File: config.mk
export PLATFORM = sky130hd
export DESIGN_NAME = sys_mem_responder
export DESIGN_NICKNAME = d
export VERILOG_FILES = /design/src/rtl/sys_bus_pkg.sv /design/src/rtl/sys_beat_counter.sv /design/src/rtl/sys_mem_responder.sv
export SDC_FILE = /design/constraint.sdc
export NUM_CORES = 1
export LEC_CHECK = 0
export CAP_MARGIN = 25
export CORE_MARGIN = 8
export CORE_UTILIZATION = 35
export DETAILED_ROUTE_END_ITERATION = 8
export DONT_BUFFER_PORTS = 1
export SKIP_LAST_GASP = 1
export SYNTH_ARGS = -nofsm -noshare
export SYNTH_HDL_FRONTEND = slang
export SYNTH_SLANG_ARGS = --single-unit
File: constraint.sdc
create_clock -name clk -period 5.2 [get_ports clk]
set_input_delay 1.04 -clock clk [delete_from_list [all_inputs] [get_ports clk]]
set_output_delay 1.04 -clock clk [all_outputs]
set_load 0.01 [all_outputs]
File: src/rtl/sys_bus_pkg.sv
// Shared types and constants for the L1 system-bus memory responder.
package sys_bus_pkg;

  typedef enum logic [2:0] {
    IDLE,
    WAIT,
    RDISSUE,
    RDLAST,
    WRITE,
    DONE
  } sys_resp_state_t;

  localparam int         SYS_BURSTLEN  = 4;
  localparam logic       SYSRW_READ    = 1'b1;
  localparam logic       SYSRW_WRITE   = 1'b0;
  localparam logic [3:0] MEM_WEB_IDLE  = 4'hF;
  localparam logic [3:0] MEM_WEB_WRITE = 4'h0;

endpackage

File: src/rtl/sys_beat_counter.sv
// Loadable down-counter used for the access latency and then for the remaining burst beats.
module sys_beat_counter #(
  parameter int WIDTH = 4
) (
  input  logic             clk,
  input  logic             rst,
  input  logic             load_i,
  input  logic [WIDTH-1:0] load_val_i,
  input  logic             dec_i,
  output logic [WIDTH-1:0] count_o,
  output logic             zero_o
);

  logic [WIDTH-1:0] count_q;

  // Saturates at zero so a stray decrement never wraps to all-ones.
  always_ff @(posedge clk or posedge rst) begin
    if (rst) begin
      count_q <= '0;
    end else if (load_i) begin
      count_q <= load_val_i;
    end else if (dec_i && (count_q != '0)) begin
      count_q <= count_q - 1'b1;
    end
  end

  assign count_o = count_q;
  assign zero_o  = (count_q == '0);

endmodule

File: src/rtl/sys_mem_responder.sv
// System-bus responder: 4-word read bursts and single-word writes to a synchronous SRAM.
// Define SYS_RESP_WRAP_EN for critical-word-first burst order; otherwise bursts start at offset 0.
module sys_mem_responder
  import sys_bus_pkg::*;
#(
  parameter int ADDRWIDTH    = 32,
  parameter int DATAWIDTH    = 32,
  parameter int MEMADDRWIDTH = 14,
  parameter int LATENCY      = 2,
  parameter int BURSTLEN     = SYS_BURSTLEN
) (
  input  logic                    clk,
  input  logic                    rst,
  input  logic                    SYSstrobe,
  input  logic                    SYSrw,
  input  logic [ADDRWIDTH-1:0]    SYSaddr,
  input  logic [DATAWIDTH-1:0]    SYSwdata,
  output logic                    SYSready,
  output logic [DATAWIDTH-1:0]    SYSrdata,
  output logic                    mem_cs,
  output logic                    mem_oe,
  output logic [3:0]              mem_web,
  output logic [MEMADDRWIDTH-1:0] mem_addr,
  output logic [DATAWIDTH-1:0]    mem_di,
  input  logic [DATAWIDTH-1:0]    mem_do
);

  localparam logic [3:0] LAT_LOAD  = 4'(LATENCY);
  localparam logic [3:0] LAST_BEAT = 4'(BURSTLEN - 1);

  sys_resp_state_t         state_q;
  logic [MEMADDRWIDTH-1:0] addr_q;
  logic                    rw_q;
  logic [DATAWIDTH-1:0]    wdata_q;
  logic                    ready_q;
  logic                    rd_valid_q;
  logic                    cs_q;
  logic                    oe_q;
  logic [3:0]              web_q;
  logic [MEMADDRWIDTH-1:0] maddr_q;
  logic [DATAWIDTH-1:0]    di_q;

  logic [MEMADDRWIDTH-1:0] req_word;
  logic                    req_rw;
  logic [DATAWIDTH-1:0]    req_wdata;
  logic [1:0]              start_off;
  logic [MEMADDRWIDTH-1:0] first_beat;
  logic [MEMADDRWIDTH-1:0] next_beat;
  logic                    go_issue;
  logic                    cnt_load;
  logic [3:0]              cnt_val;
  logic                    cnt_dec;
  logic [3:0]              cnt_count;
  logic                    cnt_zero;
  logic                    unused_addr_bits;

  assign unused_addr_bits = ^{SYSaddr[ADDRWIDTH-1:MEMADDRWIDTH+2], SYSaddr[1:0]};

  // With zero latency the access is issued straight from IDLE, so use the live bus fields.
  assign req_word  = (state_q == IDLE) ? SYSaddr[MEMADDRWIDTH+1:2] : addr_q;
  assign req_rw    = (state_q == IDLE) ? SYSrw : rw_q;
  assign req_wdata = (state_q == IDLE) ? SYSwdata : wdata_q;

`ifdef SYS_RESP_WRAP_EN
  assign start_off = req_word[1:0];
`else
  assign start_off = 2'b00;
`endif

  assign first_beat = {req_word[MEMADDRWIDTH-1:2], start_off};
  assign next_beat  = {maddr_q[MEMADDRWIDTH-1:2], maddr_q[1:0] + 2'd1};

  assign go_issue = SYSstrobe &&
                    (((state_q == IDLE) && (LATENCY == 0)) ||
                     ((state_q == WAIT) && (cnt_count == 4'd1)));

  always_comb begin
    cnt_load = 1'b0;
    cnt_val  = LAT_LOAD;
    cnt_dec  = 1'b0;
    if (go_issue) begin
      cnt_load = (req_rw == SYSRW_READ);
      cnt_val  = LAST_BEAT;
    end else if ((state_q == IDLE) && SYSstrobe) begin
      cnt_load = 1'b1;
    end
    if (SYSstrobe && !go_issue) begin
      cnt_dec = (state_q == WAIT) || ((state_q == RDISSUE) && !cnt_zero);
    end
  end

  sys_beat_counter #(.WIDTH(4)) u_beat_counter (
    .clk        (clk),
    .rst        (rst),
    .load_i     (cnt_load),
    .load_val_i (cnt_val),
    .dec_i      (cnt_dec),
    .count_o    (cnt_count),
    .zero_o     (cnt_zero)
  );

  always_ff @(posedge clk or posedge rst) begin
    if (rst) begin
      state_q    <= IDLE;
      addr_q     <= '0;
      rw_q       <= SYSRW_WRITE;
      wdata_q    <= '0;
      ready_q    <= 1'b0;
      rd_valid_q <= 1'b0;
      cs_q       <= 1'b0;
      oe_q       <= 1'b0;
      web_q      <= MEM_WEB_IDLE;
      maddr_q    <= '0;
      di_q       <= '0;
    end else begin
      ready_q    <= 1'b0;
      rd_valid_q <= 1'b0;
      case (state_q)
        IDLE: begin
          if (SYSstrobe) begin
            addr_q  <= SYSaddr[MEMADDRWIDTH+1:2];
            rw_q    <= SYSrw;
            wdata_q <= SYSwdata;
            state_q <= WAIT;
          end
        end
        WAIT: begin
          if (!SYSstrobe) state_q <= IDLE;
        end
        RDISSUE: begin
          if (!SYSstrobe) begin
            state_q <= IDLE;
            cs_q    <= 1'b0;
            oe_q    <= 1'b0;
          end else begin
            // Data for the beat issued this cycle appears on mem_do next cycle.
            ready_q    <= 1'b1;
            rd_valid_q <= 1'b1;
            if (cnt_zero) begin
              state_q <= RDLAST;
              cs_q    <= 1'b0;
              oe_q    <= 1'b0;
            end else begin
              maddr_q <= next_beat;
            end
          end
        end
        RDLAST: begin
          state_q <= SYSstrobe ? DONE : IDLE;
        end
        WRITE: begin
          state_q <= DONE;
          cs_q    <= 1'b0;
          web_q   <= MEM_WEB_IDLE;
        end
        DONE: begin
          if (!SYSstrobe) state_q <= IDLE;
        end
        default: state_q <= IDLE;
      endcase

      if (go_issue) begin
        cs_q <= 1'b1;
        if (req_rw == SYSRW_READ) begin
          state_q <= RDISSUE;
          oe_q    <= 1'b1;
          maddr_q <= first_beat;
        end else begin
          state_q <= WRITE;
          web_q   <= MEM_WEB_WRITE;
          maddr_q <= req_word;
          di_q    <= req_wdata;
          ready_q <= 1'b1;
        end
      end
    end
  end

  // The SRAM output register is the data stage; gating keeps SYSrdata at 0 between beats.
  assign SYSready = ready_q;
  assign SYSrdata = rd_valid_q ? mem_do : '0;
  assign mem_cs   = cs_q;
  assign mem_oe   = oe_q;
  assign mem_web  = web_q;
  assign mem_addr = maddr_q;
  assign mem_di   = di_q;

endmodule
==> flow_summary.toml <==
[global_route]
antenna_found_initial = 0
overflow = 0
grt_max_degree = 74
grt_pass1_vias = 2644
grt_pass1_wl_um = 15000
grt_usage_pct = 11.8

[layout]
final_nets = 411
fillers = 1206
fin_util_pct = 39.0
antenna_cells = 0
drive_gt1_share_pct = 35.4
area_delta_synth_final_pct = 8.18

[floorplanning]
ios = 185
row_count = 41
dieArea_mm2 = 0.0170
fp.dieH_um = 130
core_area_mm2 = 0.0127
initial_core_util_pct = 36.1
die_w_um = 130

[clock_network]
post_cts_resized = 0
cts_root_buf = "clkbuf_16"
htreeDepth = 3
cts_sinks = 108
cts_tree = "built"
cts_buffer_depth = 2
post-cts-setup-buffers = 0
clk_pin_slew_ns = 0.07
clk_latency_ns = 0.34
hold_buffers = 0
cts_made_buffers = 9

[sta]
setup_violations = 0
max_slew_margin_pct = 40.6
finalHoldViolations = 0
skew_ns = 0.00929
period_needed_ns = 2.88
max_freq_mhz = 347
slew_viol_final = 0
tightest_slew_ns = 0.891
fin_crit_sh_pct = 55.4
final.setup.tns_ns = 0
rsz0062_at_grt = "false"

[synth]
synth_top_flop_cell = "dfrtp_1"
yosysSeqAreaShare_pct = 59.2
synth_mux_area_share_pct = 24.2
synth_cells = 312
avgSynthCellArea_um2 = 14.7
synth_area_leaders = "dfrtp_1 57%, mux2_2 16%, mux2_4 6.6%"
postSynth.asyncResetShare_pct = 100
synth_fa_ha_area_share_pct = 0.547
synth_top_family_by_area = "multiplexers"
synth.most_common_cell = "dfrtp_1"
synthSimpleGateAreaFrac_pct = 8.68
synth_compound_area_share_pct = 2.46
ys_top_cells_by_count = "104 x dfrtp_1, 65 x mux2_2, 32 x and2_1"
synth_xor_area_share_pct = 0.958
ys_warn_count = 0
synth_edf_count = 0
synth_seq_cells = 108
synth_nets = 414
yosysUniqueCellTypes = 41
synth_area_leader_cell = "dfrtp_1"
synth_area_mm2 = 0.00457
synth_top_cell_area_share_pct = 56.9

[setup_path]
reg2reg_to = "mem_di[27]"
ff2ff_path_depth = 4
worst_setup_path_end_kind = "register"
cp_max_fo = 37
reg2reg_from = "state_q[1]"
required_ns = 5.42
start_kind = "register"
critPathKind = "reg -> reg"
crit_arrival_ns = 3.10
rrSetupSlack_ns = 2.32

[route]
routed_via_density = 4.93
drtIter0Drc = 84
first_pass_iters = 4
drc_errors = 0
antenna_left = 0
vias = 2398
detail_route.wirelength_um = 9950
wl_per_cell_um = 20.5

[pwr]
ir_drop_mv = 0.231
power_density_mw_per_mm2 = 530
leakage_uw = 0.00220

[outcome]
outcome = "finished clean"

[place]
routabilityCongestion = 0.719
io_buffer_count = 0
hpwl_um = 7330

[run]
maxCapViolCount = 0

[hold_path]
worstHoldPathType = "reg -> reg"
whs_endpoint = "mem_di[31]"
hold_depth = 1
hp-start = "wdata_q[31]"
through the flow:
step                setup slack (ns)  power [µW]  cell area, µm²  instances  hold WS, ns
global placement                1.91        1990            4670        470        0.470
global route                    2.11        2810            4950        486        0.520
CTS                             2.23        2680            4950        486        0.500
finish                          2.32        2620            4950        486        0.490
detailed placement              1.90        2040            4670        470        0.479
floorplan                       1.32        1880            4570        312        0.460
area by class of cell:
| type | count | area (µm²) | share of cell area (%) |
|---|---|---|---|
| clock inverter | 4 | 26.3 | 0.531 |
| timing repair buffer | 3 | 22.5 | 0.455 |
| clock buffer | 12 | 246 | 4.98 |
| multi-input combinational | 179 | 1700 | 34.3 |
| inverter | 8 | 32.5 | 0.658 |
| tap | 172 | 215 | 4.35 |
| sequential | 108 | 2710 | 54.7 |
how the worst max path moves through the flow:
| stage | startpoint | end |
|---|---|---|
| global route | state_q[1] | mem_di[30] |
| global placement | SYSstrobe | mem_di[24] |
| CTS | state_q[1] | mem_di[30] |
| floorplan | rst | SYSready |
| detailed placement | SYSstrobe | mem_di[24] |
| finish | state_q[1] | mem_di[27] |
cells in the final DEF, fill, tap and decap left out, drive strengths merged, types with 3 or more instances in the layout:
master,n
xnor2,3
and2,33
mux2,90
clkinv,3
nand2,5
inv,8
dfstp,4
nor2,9
dfrtp,104
o21ai,5
buf,3
nand3,3
clkbuf,12
state kept, by name, indices dropped and copies added, names as in the netlist, 3 cells and up:
name,flops
addr_q,14
mem_addr,14
mem_di,32
mem_web,4
state_q,3
u_beat_counter.count_o,4
wdata_q,32
cells by family after synthesis:
| group | Yosys count |
|---|---|
| compound gates | 17 |
| xor+xnor | 5 |
| fa+ha+maj | 2 |
| buf+inv | 25 |
| flops | 108 |
| mux | 92 |
| simple gates | 63 |
power breakdown:
group	leakage, µW	switching, µW	internal (µW)
clock	0.000133	291	338
sequential	0.00135	282	1170
combinational	0.000718	201	339
worst max-delay path: stages (launching register included):
cell and delay (ns):
dfrtp_1 0.55, nor4b_4 0.38, and3_1 0.72, and2_4 0.70, mux2_2 0.40
layer usage:
metal  up-vias  routed length (µm)  GRT usage, %
li1       1065                   -             -
met2       130                4730          20.1
met1      1193                3760          12.4
met4         0                 138          4.71
met3        10                1320          5.67
met5         -                   0             0
(Power assumes the default switching activity.)
